===== config.mk =====
export PLATFORM = sky130hd
export DESIGN_NAME = instr_sequencer
export DESIGN_NICKNAME = d
export VERILOG_FILES = /design/src/rtl/instr_sequencer.sv
export SDC_FILE = /design/constraint.sdc
export NUM_CORES = 1
export LEC_CHECK = 0
export ABC_AREA = 0
export CAP_MARGIN = 20
export CORE_ASPECT_RATIO = 0.9
export CORE_MARGIN = 8
export CORE_UTILIZATION = 25
export CTS_BUF_LIST = sky130_fd_sc_hd__clkbuf_4 sky130_fd_sc_hd__clkbuf_8 sky130_fd_sc_hd__clkbuf_16
export CTS_CLUSTER_SIZE = 10
export DETAILED_ROUTE_END_ITERATION = 10
export GPL_ROUTABILITY_DRIVEN = 1
export PLACE_DENSITY = 0.61
export SKIP_LAST_GASP = 1
export SLEW_MARGIN = 20
export SYNTH_ARGS = -nofsm -noshare
export SYNTH_HDL_FRONTEND = slang
export SYNTH_SLANG_ARGS = --single-unit

===== constraint.sdc =====
create_clock -name clk -period 2.4 [get_ports clk]
set_clock_uncertainty 0.1 [all_clocks]
set_input_delay 0.48 -clock clk [delete_from_list [all_inputs] [get_ports clk]]
set_output_delay 0.48 -clock clk [all_outputs]
set_load 0.005 [all_outputs]

===== src/rtl/instr_sequencer.sv =====
// instr_sequencer: fetches instructions from an instruction memory and issues
// them one at a time to the instruction decoder. For multi-cycle operations it
// waits for op_done before the next fetch. END_CHAIN retires the program and an
// illegal opcode aborts it with a sticky error flag.
module instr_sequencer #(
  parameter int INSTR_WIDTH = 28,
  parameter int IMEM_AWIDTH = 8,
  parameter int CNT_WIDTH   = 16
) (
  input  logic                   clk,
  input  logic                   resetn,
  input  logic                   start,
  input  logic [IMEM_AWIDTH-1:0] start_addr,
  output logic                   imem_rd_en,
  output logic [IMEM_AWIDTH-1:0] imem_addr,
  input  logic [INSTR_WIDTH-1:0] imem_rdata,
  output logic [INSTR_WIDTH-1:0] instruction,
  output logic                   instr_valid,
  input  logic                   op_done,
  output logic                   busy,
  output logic                   done,
  output logic                   error,
  output logic [CNT_WIDTH-1:0]   instr_count
);

  localparam logic [3:0] OP_END_CHAIN = 4'd12;
  localparam logic [INSTR_WIDTH-1:0] INSTR_RESET = {OP_END_CHAIN, {(INSTR_WIDTH-4){1'b0}}};

  typedef enum logic [2:0] {
    S_IDLE,
    S_FETCH,
    S_MEMWAIT,
    S_DECODE,
    S_ISSUE,
    S_WAIT_DONE,
    S_FINISH
  } state_t;

  state_t                 state;
  state_t                 state_nxt;
  logic [IMEM_AWIDTH-1:0] pc;
  logic [INSTR_WIDTH-1:0] instr_q;
  logic                   error_q;
  logic [CNT_WIDTH-1:0]   cnt_q;
  logic [3:0]             opcode;

  assign opcode = instr_q[INSTR_WIDTH-1 -: 4];

  // Opcodes 13..15 have no decoder meaning and abort the program.
  function automatic logic is_illegal(input logic [3:0] op);
    return op >= 4'd13;
  endfunction

  // Datapath operations that complete asynchronously and report via op_done.
  function automatic logic is_multi(input logic [3:0] op);
    return (op == 4'd4) || (op == 4'd5) || (op == 4'd6) || (op == 4'd8) ||
           (op == 4'd9) || (op == 4'd10) || (op == 4'd11);
  endfunction

  // Issue counter increments but sticks at all-ones instead of wrapping.
  function automatic logic [CNT_WIDTH-1:0] sat_inc(input logic [CNT_WIDTH-1:0] v);
    return (&v) ? v : v + 1'b1;
  endfunction

  // State register.
  always_ff @(posedge clk or negedge resetn) begin
    if (!resetn) state <= S_IDLE;
    else         state <= state_nxt;
  end

  // Next-state decode; start is only honoured in IDLE.
  always_comb begin
    state_nxt = state;
    unique case (state)
      S_IDLE:      if (start) state_nxt = S_FETCH;
      S_FETCH:     state_nxt = S_MEMWAIT;
      S_MEMWAIT:   state_nxt = S_DECODE;
      S_DECODE:    state_nxt = is_illegal(opcode) ? S_IDLE : S_ISSUE;
      S_ISSUE: begin
        if (opcode == OP_END_CHAIN) state_nxt = S_FINISH;
        else if (is_multi(opcode))  state_nxt = S_WAIT_DONE;
        else                        state_nxt = S_FETCH;
      end
      S_WAIT_DONE: if (op_done) state_nxt = S_FETCH;
      S_FINISH:    state_nxt = S_IDLE;
      default:     state_nxt = S_IDLE;
    endcase
  end

  // Program counter: loaded on start, advanced after single-cycle issue or op_done.
  always_ff @(posedge clk or negedge resetn) begin
    if (!resetn) begin
      pc <= '0;
    end else begin
      if (state == S_IDLE && start)
        pc <= start_addr;
      else if (state == S_ISSUE && opcode != OP_END_CHAIN && !is_multi(opcode))
        pc <= pc + 1'b1;
      else if (state == S_WAIT_DONE && op_done)
        pc <= pc + 1'b1;
    end
  end

  // Instruction register: captures memory read data only in MEMWAIT.
  always_ff @(posedge clk or negedge resetn) begin
    if (!resetn)                instr_q <= INSTR_RESET;
    else if (state == S_MEMWAIT) instr_q <= imem_rdata;
  end

  // Sticky error and saturating issue counter, both cleared by an accepted start.
  always_ff @(posedge clk or negedge resetn) begin
    if (!resetn) begin
      error_q <= 1'b0;
      cnt_q   <= '0;
    end else begin
      if (state == S_IDLE && start) begin
        error_q <= 1'b0;
        cnt_q   <= '0;
      end else if (state == S_DECODE && is_illegal(opcode)) begin
        error_q <= 1'b1;
      end else if (state == S_ISSUE) begin
        cnt_q <= sat_inc(cnt_q);
      end
    end
  end

  assign imem_rd_en  = (state == S_FETCH);
  assign imem_addr   = pc;
  assign instruction = instr_q;
  assign instr_valid = (state == S_ISSUE);
  assign busy        = (state != S_IDLE);
  assign done        = (state == S_FINISH);
  assign error       = error_q;
  assign instr_count = cnt_q;

endmodule


Word-level counts from Yosys, hierarchy flattened
Cells that the tools add are included.

Register bits after elaboration: 56. Input port bits: 40. Output and inout port bits: 57. Logic and storage cells: 62.

Add/subtract/negate cells: 2. Order comparisons: 1. Eq/ne operators: 19. Multiplexer cells: 15. Reductions and logical operators: 20.

Operators with widths (count): 16-bit 2-to-1 mux (4); 8-bit 2-to-1 mux (3); 4-bit equality test (second input constant) (5); 3-bit one-hot mux with 6 select lines (1); 16-bit by 1-bit adder with 16-bit output (second input constant) (1); 16-bit AND reduction (1); 3-bit 2-to-1 mux (5); 4-bit by 3-bit equality test with 1-bit output (second input constant) (3); 3-bit equality test (second input constant) (3); 8-bit by 1-bit adder with 8-bit output (second input constant) (1); 2-bit inequality test (second input constant) (4); 3-bit by 2-bit equality test with 1-bit output (second input constant) (2); 1-bit logical OR (6); 3-bit nonzero test (2); 1-bit logical AND (5); 4-bit >= comparator (second input constant) (1); 4-bit inequality test (second input constant) (1); 2-bit nonzero test (2); 3-bit by 1-bit equality test with 1-bit output (second input constant) (1); 3-bit logical NOT (1); 3-bit AND reduction (1); 1-bit 2-to-1 mux (2); 2-bit AND reduction (1); 1-bit logical NOT (1).

Logic depth before layout (Yosys ltp)
Word-level depth: 11. Mapped depth: 7. Gate-level depth less buffers: 6.

Worst setup path before layout
OpenSTA, ideal clock, no wires.

Kind: register -> register. Start: register instr_q[26], in the netlist instruction[26]. End: register pc[7], in the netlist imem_addr[7]. Library setup time: 0.134 ns. Data arrival time: 1.567 ns. Required time: 2.166 ns. Slack: 0.599 ns. Stages on the path, launching flop included: 7. Path buffers: 1. Period minus slack after synthesis: 1.801 ns. Cells stage by stage: dfstp_2 o21ai_0 a221oi_1 o21ai_0 clkbuf_1 o21ai_0 o21ai_0.

Cells in the longest elaborated chain, start to end: 11. Elaborated cells between the ends (all ways): 20. Those cells by class: eq/ne (8); mux (2); reduce/logical (10).

Ends and longest elaborated chain: start, declared (RTL line 42) `logic [INSTR_WIDTH-1:0] instr_q;`; start signal, assigned (RTL line 107) `else if (state == S_MEMWAIT) instr_q <= imem_rdata;`; 4-bit by 3-bit equality test with 1-bit output (RTL line 56) `return (op == 4'd4) || (op == 4'd5) || (op == 4'd6) || (op == 4'd8) ||`; 1-bit logical OR (4 in a row) (RTL line 56); 1-bit logical OR (2 in a row) (RTL line 57) `(op == 4'd9) || (op == 4'd10) || (op == 4'd11);`; 1-bit logical NOT (RTL line 97) `else if (state == S_ISSUE && opcode != OP_END_CHAIN && !is_multi(opcode))`; 1-bit logical AND * (RTL line 97); 8-bit 2-to-1 mux (RTL line 97); 8-bit 2-to-1 mux (RTL line 95) `if (state == S_IDLE && start)`; end signal, assigned (RTL line 96) `pc <= start_addr;`; end signal, assigned (RTL line 98) `pc <= pc + 1'b1;`; end signal, assigned (RTL line 100) `pc <= pc + 1'b1;`; end, declared (RTL line 41) `logic [IMEM_AWIDTH-1:0] pc;`.

Every way passes the cells marked *; elsewhere a longest branch is shown, timed or not. A chain may end at the register's enable or synchronous reset.

Worst setup path in the final report
Start: register state[1]. End: output instr_valid.

Cells in the longest elaborated chain, start to end: 1.

Ends and longest elaborated chain: start, declared (RTL line 39) `state_t state;`; start signal, assigned (RTL line 68) `else state <= state_nxt;`; 3-bit equality test (RTL line 130) `assign instr_valid = (state == S_ISSUE);`; end, declared (RTL line 18) `output logic instr_valid,`.

Every way passes these cells.

==> qor.csv <==
metric;value;unit
outcome;finished, final reports clean;
synth_nets;293;
design.core.area;10800;um2
htreeDepth;2;
avgViaCountPerCell;4.69;
worstMarginPinSlew;496;ps
path_class;reg -> out;
wl;7.40;mm
busiest_layer;met2;
synthArstFlopShare;100;%
yosysTopAreaCell;dfrtp_1;
wl_per_cell;15.2;um
required;1820;ps
startpoint_type;flop;
cts_tree;built;
instances_no_fill;488;
first_pass_iters;4;
fin_nets;396;
crit_chain;buf_4 -> nor3b_4 -> clkdlybuf4s50_1;
hold_viol_final;0;
slew_headroom;66.7;%
comb_power_share;45.3;%
final_common_cell;clkdlybuf4s50_1;
dpl.hpwl;5.67;mm
critPathBufInv;2;
final_cell_mix;clkdlybuf4s50_1, dfrtp_1, mux2_2;
grt_max_degree;29;
avgSynthCellArea;11.0;um2
track_usage;10.4;%
finalCritPeriodShare;95.6;%
irDropWorstVdd;0.000486;V
p_per_area;1070;nW/um2
gp_congestion;0.788;
grt_pass1_wl;12.3;mm
synth_top_cell_area_share;48.9;%
cts_buffers;5;
rsz0062_at_grt;false;
internal_power;2930;uW
timing.fmax;436;MHz
fin_crit;2300;ps
crit_slowest_cell;clkdlybuf4s50_1;
hp-class;in -> async;
crit_path_max_fanout;7;
drv_cap;0;
power.clock.fraction;17.3;%
seq_area_frac_synth;50.8;%
cts_buffer_depth;2;
die_x;127;um
cts.root.buffer_cell;clkbuf_16;
postCtsSetupRepairBufs;0;
clk_pin_slew_worst_paths;80;ps
die-area;14700;um2
fillCellCount;1093;
finalSetupViolCount;0;
dp_cells;480;
ys_warn_count;0;
die_h;116;um
layout-drive-gt1-share;18.0;%
cp.arrival;1720;ps
drc_errors;0;
ant_nets;0;
port-buffer-count;96;
met2_usage;16.5;%
globalRouteMet1Util;11.7;%
worst_skew_pair.late_latency;300;ps
num_rows;36;
ys_types;49;
seqPwrFrac;37.4;%
area_delta_synth_final;46.8;%
crit_family;buffers and inverters;
yosys_register_bits;56;
grt_use_met3;5.98;%
synth_edf_count;0;
synth_area;2770;um2
cpPeakStageDelay;540;ps
cts_resized;0;
clock-sinks;56;
cp-end-kind;output pin;
n_antenna_cell;0;
switchingPower;1420;uW
maxSlewViolCount;0;
initial_core_util;25.6;%
synthCells;251;
hold_buffers;0;
swShare;32.6;%
first_global_vias;2415;
dr.first_iter.drc_count;107;
ys_top_cells_by_area;dfrtp_1, mux2_2, o21ai_0;
pin_count;97;
num_vias;2290;
fin_tns_setup;0;ps
p_leak;0.00164;uW
grt_overflow_total;0;
synth_flop_cell;dfrtp_1;
antenna_found_initial;0;
==> state kept, by name, summed over array words and instances, names as in the netlist <==
| signal | flops |
|---|---|
| imem_addr | 8 |
| instr_count | 16 |
| instruction | 28 |
| state | 3 |
| error | 1 |
==> cells in the mapped netlist, drive strengths merged, types with 3 or more instances <==
master	n
a21oi	12
and3	6
buf	7
clkbuf	4
dfrtp	54
inv	5
mux2	28
mux2i	6
nand2	25
nand3	10
nand4	3
nor2	14
nor3	9
nor3b	4
nor4	5
o21ai	20
or3	3
xnor2	8
==> power groups by stage <==
| stage | Combinational [uW] | Sequential [uW] | Clock, uW |
|---|---|---|---|
| after floorplan | 959 | 1600 | 0 |
| after global routing | 2180 | 1690 | 823 |
| after global placement | 1980 | 1640 | 0 |
| after detailed placement | 2010 | 1650 | 0 |
| final | 1970 | 1630 | 755 |
| after CTS | 2020 | 1640 | 792 |
==> path summary, 6_finish.rpt <==
check | cells past startpoint | end | slack [ps] | start
setup / recovery | 3 | instr_valid | 100 | state[1]$_DFFE_PN0P_
hold / removal | 1 | state[1]$_DFFE_PN0P_ | 2 | resetn
setup reg to reg | 5 | instr_count[1]$_DFFE_PN0P_ | 460 | instr_count[6]$_DFFE_PN0P_
hold reg to reg | 1 | instruction[10]$_DFFE_PN0P_ | 400 | instruction[10]$_DFFE_PN0P_
max in group asynchronous | 2 | instruction[26]$_DFFE_PN1P_ | 1500 | resetn
min in group clk | 1 | instruction[10]$_DFFE_PN0P_ | 400 | instruction[10]$_DFFE_PN0P_
==> final cells by class <==
class	count	area, um2	share of cell area, %
Tap cell	133	166	4.10
Multi-Input combinational cell	179	1280	31.6
Timing Repair Buffer	107	1040	25.6
Clock inverter	2	16.3	0.401
Sequential cell	56	1400	34.6
Clock buffer	6	133	3.27
Inverter	5	18.8	0.462
==> worst reg2reg max path, stage by stage (launching register included) <==
cell and delay [ps]:
dfrtp_1 450, nand3_1 230, nor4_4 560, nand2_1 170, nand2_1 160, mux2i_1 190
==> metrics by stage <==
step           hold slack [ps]  power, uW  instance area [um2]  utilization (%)  setup slack, ps
3_5_place_dp               344       3660                 3910             36.2              281
4_1_cts                   17.4       4450                 4060             37.6             83.7
3_3_place_gp               348       3620                 3910             36.2              287
2_1_floorplan             84.4       2560                 2770                -              599
5_1_grt                   37.5       4690                 4060             37.6             31.6
6_report                  2.32       4350                 4060             37.6              104
==> per-layer routing <==
metal / vias up / part of all wire (%)
li1: 1115 / -
met1: 1097 / 43
met2: 71 / 44
met3: 7 / 12
met4: 0 / 1.1
met5: - / 0
==> logic make-up after synthesis <==
kind of cell               after synthesis  synth area share, %
AOI/OAI and AO/OA                       47                 9.91
xor gates and xnor gates                 8                 2.53
adders and majority gates                2                0.905
buffers and inverters                   16                 2.81
DFF                                     56                 50.8
muxes                                   34                 13.6
and+or+nand+nor                         88                 19.5
(Power assumes the default switching activity.)
